--- src/rtl/stat_scheduler.sv ---
`default_nettype none
// ============================================================================
// Module   : stat_scheduler
// Purpose  : Serializes decay ticks and debounced user action pulses into a
//            single stream of stat increment/decrement commands, presented to
//            the stat register bank over a valid/ready handshake.
// Ports    : clk        - system clock
//            rst        - synchronous reset, active low
//            feeding    - pulse, food +1
//            healing    - pulse, health +1
//            play       - pulse, fun +1
//            sleeping   - pulse, sleep +1
//            test       - level, selects the fast prescaler divisor
//            upd_ready  - stat bank accepts the current command
//            upd_valid  - command presented
//            upd_sel    - stat index (0 food, 1 sleep, 2 fun, 3 health)
//            upd_inc    - 1 = +1, 0 = -1
//            tick       - one-cycle base-tick strobe
// Options  : STAT_SCHED_TEST_EN - when defined, test=1 switches the prescaler
//            to TEST_DIV from the next cycle; otherwise test is ignored.
// Revision : 1.0 - initial release
// ============================================================================
module stat_scheduler #(
  parameter int unsigned TICK_DIV      = 50_000_000,
  parameter int unsigned TEST_DIV      = 5_000_000,
  parameter int unsigned FOOD_PERIOD   = 8,
  parameter int unsigned SLEEP_PERIOD  = 12,
  parameter int unsigned FUN_PERIOD    = 6,
  parameter int unsigned HEALTH_PERIOD = 20
) (
  input  logic       clk,
  input  logic       rst,
  input  logic       feeding,
  input  logic       healing,
  input  logic       play,
  input  logic       sleeping,
  input  logic       test,
  input  logic       upd_ready,
  output logic       upd_valid,
  output logic [1:0] upd_sel,
  output logic       upd_inc,
  output logic       tick
);

  localparam int unsigned DIV_MAX = (TICK_DIV > TEST_DIV) ? TICK_DIV : TEST_DIV;
  localparam int unsigned CNT_W   = $clog2(DIV_MAX);

  localparam logic [CNT_W-1:0] TICK_LAST = CNT_W'(TICK_DIV - 1);

  localparam logic [1:0] SEL_FOOD   = 2'd0;
  localparam logic [1:0] SEL_SLEEP  = 2'd1;
  localparam logic [1:0] SEL_FUN    = 2'd2;
  localparam logic [1:0] SEL_HEALTH = 2'd3;

  // Reload values indexed by stat index
  localparam logic [3:0][7:0] RELOAD = {8'(HEALTH_PERIOD - 1), 8'(FUN_PERIOD - 1),
                                        8'(SLEEP_PERIOD - 1),  8'(FOOD_PERIOD - 1)};

  typedef enum logic [0:0] {
    IDLE = 1'b0,
    BUSY = 1'b1
  } state_t;

  logic [CNT_W-1:0] cnt_q, cnt_d;
  logic [CNT_W-1:0] cnt_last;
  logic [3:0][7:0]  decay_q, decay_d;
  logic [3:0]       inc_pend_q, inc_pend_d;
  logic [3:0]       dec_pend_q, dec_pend_d;
  state_t           state_q, state_d;
  logic             upd_valid_q, upd_valid_d;
  logic [1:0]       upd_sel_q, upd_sel_d;
  logic             upd_inc_q, upd_inc_d;

  logic             tick_now;
  logic [3:0]       inc_set, dec_set;
  logic [3:0]       inc_clr, dec_clr;
  logic [1:0]       pick_sel;
  logic             pick_inc;

`ifdef STAT_SCHED_TEST_EN
  localparam logic [CNT_W-1:0] TEST_LAST = CNT_W'(TEST_DIV - 1);

  logic test_q, test_d;

  // The divisor follows the registered copy of test, so a change takes
  // effect one cycle after it is sampled.
  assign cnt_last = test_q ? TEST_LAST : TICK_LAST;
`else
  logic unused_test;

  assign unused_test = test;
  assign cnt_last    = TICK_LAST;
`endif

  // Stat index order: bit 0 food, 1 sleep, 2 fun, 3 health
  assign inc_set = {healing, play, sleeping, feeding};

  always_comb begin
`ifdef STAT_SCHED_TEST_EN
    test_d = test;
`endif
    // Prescaler: a count at or beyond the last value wraps; only an exact
    // match is a tick, so shrinking the divisor mid-count never double-ticks.
    tick_now = (cnt_q == cnt_last);
    cnt_d    = (cnt_q >= cnt_last) ? '0 : cnt_q + CNT_W'(1);

    // Decay down-counters
    decay_d = decay_q;
    dec_set = '0;
    if (tick_now) begin
      for (int i = 0; i < 4; i++) begin
        if (decay_q[i] == 8'd0) begin
          decay_d[i] = RELOAD[i];
          dec_set[i] = 1'b1;
        end else begin
          decay_d[i] = decay_q[i] - 8'd1;
        end
      end
    end

    // Fixed priority: user requests before decays
    pick_sel = SEL_HEALTH;
    pick_inc = 1'b0;
    if      (inc_pend_q[SEL_FOOD])   begin pick_sel = SEL_FOOD;   pick_inc = 1'b1; end
    else if (inc_pend_q[SEL_HEALTH]) begin pick_sel = SEL_HEALTH; pick_inc = 1'b1; end
    else if (inc_pend_q[SEL_FUN])    begin pick_sel = SEL_FUN;    pick_inc = 1'b1; end
    else if (inc_pend_q[SEL_SLEEP])  begin pick_sel = SEL_SLEEP;  pick_inc = 1'b1; end
    else if (dec_pend_q[SEL_FOOD])   begin pick_sel = SEL_FOOD;   pick_inc = 1'b0; end
    else if (dec_pend_q[SEL_SLEEP])  begin pick_sel = SEL_SLEEP;  pick_inc = 1'b0; end
    else if (dec_pend_q[SEL_FUN])    begin pick_sel = SEL_FUN;    pick_inc = 1'b0; end

    // Arbiter
    inc_clr     = '0;
    dec_clr     = '0;
    state_d     = state_q;
    upd_valid_d = upd_valid_q;
    upd_sel_d   = upd_sel_q;
    upd_inc_d   = upd_inc_q;
    if (state_q == IDLE) begin
      if ((|inc_pend_q) || (|dec_pend_q)) begin
        if (pick_inc) begin
          inc_clr[pick_sel] = 1'b1;
        end else begin
          dec_clr[pick_sel] = 1'b1;
        end
        upd_sel_d   = pick_sel;
        upd_inc_d   = pick_inc;
        upd_valid_d = 1'b1;
        state_d     = BUSY;
      end
    end else if (upd_ready) begin
      upd_valid_d = 1'b0;
      state_d     = IDLE;
    end

    // Set after clear: a new event in the grant cycle re-pends the source
    inc_pend_d = (inc_pend_q & ~inc_clr) | inc_set;
    dec_pend_d = (dec_pend_q & ~dec_clr) | dec_set;
  end

  always_ff @(posedge clk) begin
    if (!rst) begin
`ifdef STAT_SCHED_TEST_EN
      test_q      <= 1'b0;
`endif
      cnt_q       <= '0;
      decay_q     <= RELOAD;
      inc_pend_q  <= '0;
      dec_pend_q  <= '0;
      state_q     <= IDLE;
      upd_valid_q <= 1'b0;
      upd_sel_q   <= 2'd0;
      upd_inc_q   <= 1'b0;
    end else begin
`ifdef STAT_SCHED_TEST_EN
      test_q      <= test_d;
`endif
      cnt_q       <= cnt_d;
      decay_q     <= decay_d;
      inc_pend_q  <= inc_pend_d;
      dec_pend_q  <= dec_pend_d;
      state_q     <= state_d;
      upd_valid_q <= upd_valid_d;
      upd_sel_q   <= upd_sel_d;
      upd_inc_q   <= upd_inc_d;
    end
  end

  assign upd_valid = upd_valid_q;
  assign upd_sel   = upd_sel_q;
  assign upd_inc   = upd_inc_q;
  assign tick      = tick_now;

endmodule
`default_nettype wire
--- config.mk ---
export PLATFORM = sky130hd
export DESIGN_NAME = stat_scheduler
export DESIGN_NICKNAME = d
export VERILOG_FILES = /design/src/rtl/stat_scheduler.sv
export SDC_FILE = /design/constraint.sdc
export NUM_CORES = 1
export LEC_CHECK = 0
export BUFFER_PORTS_ARGS = -buffer_cell sky130_fd_sc_hd__buf_4
export CORE_ASPECT_RATIO = 0.9
export CORE_MARGIN = 10
export CORE_UTILIZATION = 55
export DETAILED_ROUTE_END_ITERATION = 12
export PLACE_DENSITY = 0.75
export RECOVER_POWER = 100
export SETUP_SLACK_MARGIN = 0.4
export SYNTH_ARGS = -nofsm -noshare
export SYNTH_HDL_FRONTEND = slang
export SYNTH_SLANG_ARGS = --single-unit
export TNS_END_PERCENT = 100
--- constraint.sdc ---
create_clock -name clk -period 1.9 [get_ports clk]
set_input_delay 0.19 -clock clk [delete_from_list [all_inputs] [get_ports clk]]
set_output_delay 0.19 -clock clk [all_outputs]
set_load 0.02 [all_outputs]
==> metrics.txt <==
Post-DP HPWL=approximately 4800 um; layout cell share with drive strength beyond 1=0.359; Async SR Flop Fraction=0; status=finished with violations; Final Cycle Share=1.02; Diodes inserted=0; PwrDens=approximately 600 nW/um2; Crit Path Category=reg2reg; Cell Area, Synth=3420 um2; Post-Place Setup Slack=just over 0.03 ns; gr ovfl total=0; largest net degree at the start of global routing=19; cell family with most CP delay=simple AND/OR/NAND/NOR gates; TritonCTS buffer count=9; initial antenna violation count=0; CP Depth=6; fillers=~380; Routed WL=a little over 9000 um; H-tree depth=3; flop2flop setup slack=-0.05 ns; Via density=around 5.8; Clock Power Share=0.393; # hold bufs at CTS=0; Core Region=between 6000 and 7000 um2; combinational fraction of design power=0.075; via count=approximately 3,200; initial cell density of the core=0.562; slew at the pin closest to its max-slew limit=just over 0.5 ns; total of max-cap violations=0; most frequent cell after synthesis=dfxtp_1; CP Capture Type=flip-flop; Synth Flop Type=dfxtp_1; first-pass GRT wire length=around 14,000 um; top cells by area, synth=dfxtp_1 42%, nor2_1 6.6%, xnor2_1 5.1%; hold crit path type=in2reg; final-report setup violation count=3; Clock Sink Count=71; Initial DRC Count=180; row cnt=27; switching share of power=0.239; Residual DRC=0; Flop pwr share=0.532; CTS root buffer=clkbuf_8; CP max stage delay=roughly 0.48 ns; Rel. slew slack=0.661; Worst R2R Start=cnt_q[24]; Buffers on Ports=11; Die Area=slightly below 10,000 um2; syn_area_per_cell=roughly 8.5 um2; RSZ-0062 raised after global routing=yes; min Tclk post-route=roughly 1.9 ns; area of the multi-input gates=roughly 2300 um2; drt first pass iters=4; Synth Warn #=0; worst path buffer plus inverter count=1; Setup crit start kind=flip-flop; Syn Nets=between 400 and 500; Internal=2.18 mW; Hold Vio Cnt, Final=0; Critical Path AT=between 2 and 2.5 ns; All-Layer GR Usage=0.180; Critical Path Start=cnt_q[24]; WL/cell=around 17 um; antenna viol nets, final=0; FF+latch area=between 1000 and 1500 um2; Slew Viols, Final=0; register bit total from synthesis=71; Clock Latency Late Sink=between 0.3 and 0.4 ns; Lkg Pwr=~2 nW; IR drop worst, VDD=0.586 mV; final net count=486; number of synthesized flops with an enable pin=0; Sw Pwr=approximately 0.69 mW; CP Max Fanout=3; failing checks=setup timing; routability cong.=between 0.8 and 0.9; worst setup margin=-0.0469 ns; Max Fclk=between 500 and 600 MHz; Die Height=roughly 95 um; Reg clk slew, reported paths=about 0.070 ns; r2r worst-path depth=6; Synth top area share=0.416; Worst Clk Skew=around 0.011 ns; area grow syn2layout=40.1%; slowest library cell on the worst path=or4_4; Setup crit end=decay_q[12]; Die X-Extent=just over 100 um; CTS tree=done; Max Root-Sink Buffers=2; Seq/Total Area, Yosys=0.416; largest area contributor in the netlist=dfxtp_1; Finished Core Util=0.787; Cell variety after synth=between 40 and 50; crit-path cells=nor4b_4, buf_4, nand4b_4, or2_4, or4_4, a21oi_2; Critical Path RT=2.19 ns; io pins=13; number of global-route vias before repair=between 3,000 and 4,000; Mapped Cells=between 400 and 500; commonest cells in the netlist=71 x dfxtp_1, 60 x nor2_1, 29 x nand2_1; reg2reg end=decay_q[12]
==> per-stage QoR <==
step | power (mW) | setup TNS, ns | instance area [um2] | std cells | hold slack, ns
after global routing | 2.97 | -0.716 | 4790 | 545 | 0.0551
after floorplan | 1.66 | 0 | 3570 | 401 | 0.307
after global placement | 1.72 | 0 | 3860 | 496 | 0.392
final | 2.87 | -0.0879 | 4790 | 545 | 0.0467
after CTS | 2.85 | 0 | 4470 | 535 | 0.0449
after detailed placement | 1.72 | 0 | 3860 | 496 | 0.402
==> power by group through the flow <==
stage               clock [mW]  sequential [mW]  combinational [mW]
floorplan                    0             1.58              0.0857
global placement             0             1.57               0.148
detailed placement           0             1.57               0.151
CTS                       1.12             1.53               0.196
global route              1.20             1.53               0.233
finish                    1.13             1.53               0.214
==> flip-flops by register name, indices dropped and copies added, names as in the netlist <==
register and flops:
upd_sel 2, upd_inc 1, cnt_q 26, decay_q 32, state_q 1, upd_valid 1, dec_pend_q 4, inc_pend_q 4
==> routing by layer <==
layer,global-route usage,vias up,routed length [um]
met4,0.0845,0,323
met2,0.310,92,4730
met5,0,-,0
li1,-,1531,-
met1,0.201,1530,3740
met3,0.0496,33,412
==> layout by cell type (no fill, tap or decap), drive strengths merged, types with 2 or more instances in the layout <==
cell type / netlist / final
dfxtp: 71 / 71
buf: 5 / 65
nor2: 60 / 60
nand2: 29 / 29
inv: 23 / 23
xnor2: 20 / 20
nand3: 19 / 19
clkbuf: 7 / 19
nor3: 19 / 19
xor2: 18 / 18
a21oi: 17 / 17
nand4: 13 / 13
o21ai: 11 / 11
ha: 9 / 9
or3: 8 / 8
mux2i: 7 / 7
a31oi: 7 / 7
nor4: 6 / 6
nand2b: 5 / 5
nor4b: 5 / 5
and3: 5 / 5
o211ai: 4 / 4
nand3b: 4 / 4
nand4b: 4 / 4
or2: 4 / 4
a31o: 4 / 4
o21a: 3 / 3
or4: 3 / 3
and4: 2 / 2
and2: 2 / 2
==> worst min path at each step <==
stage	cells after the start	from	slack, ns	endpoint
finish	3	play	0.05	inc_pend_q[2]
CTS	3	sleeping	0.04	inc_pend_q[1]
detailed placement	3	sleeping	0.40	inc_pend_q[1]
global route	3	feeding	0.06	inc_pend_q[0]
floorplan	2	feeding	0.31	inc_pend_q[0]
global placement	3	feeding	0.39	inc_pend_q[0]
==> cell type report <==
type / count / area share
multi-input cells: 295 / 0.484
flip-flops and latches: 71 / 0.303
repair buffers: 69 / 0.139
clock buffers: 15 / 0.0369
well taps: 72 / 0.0188
inverters: 23 / 0.0186
==> worst min-delay path, stage by stage <==
cell and delay [ns]:
buf_4 0.08, a21oi_1 0.03, nor2_1 0.07
==> what timing repair did <==
item	4_1_cts	5_1_grt
pin swaps	18	20
endpoints found under the setup margin	63	68
cloned	4	0
setup buffers	20	10
resized for setup	45	70
==> kinds of logic (layout without fill, tap and decap cells) <==
| group | Yosys count | after routing | share of synthesized area |
|---|---|---|---|
| AND/OR/NAND/NOR | 191 | 191 | 0.302 |
| multiplexers | 7 | 7 | 0.0205 |
| adder cells (fa/ha/maj) | 9 | 9 | 0.0330 |
| AO/OA/AOI/OAI | 50 | 50 | 0.0890 |
| flip-flops | 71 | 71 | 0.416 |
| XOR/XNOR | 38 | 38 | 0.0974 |
| buffers and inverters | 35 | 107 | 0.0418 |
No activity file was read; power rests on OpenSTA's default activity.
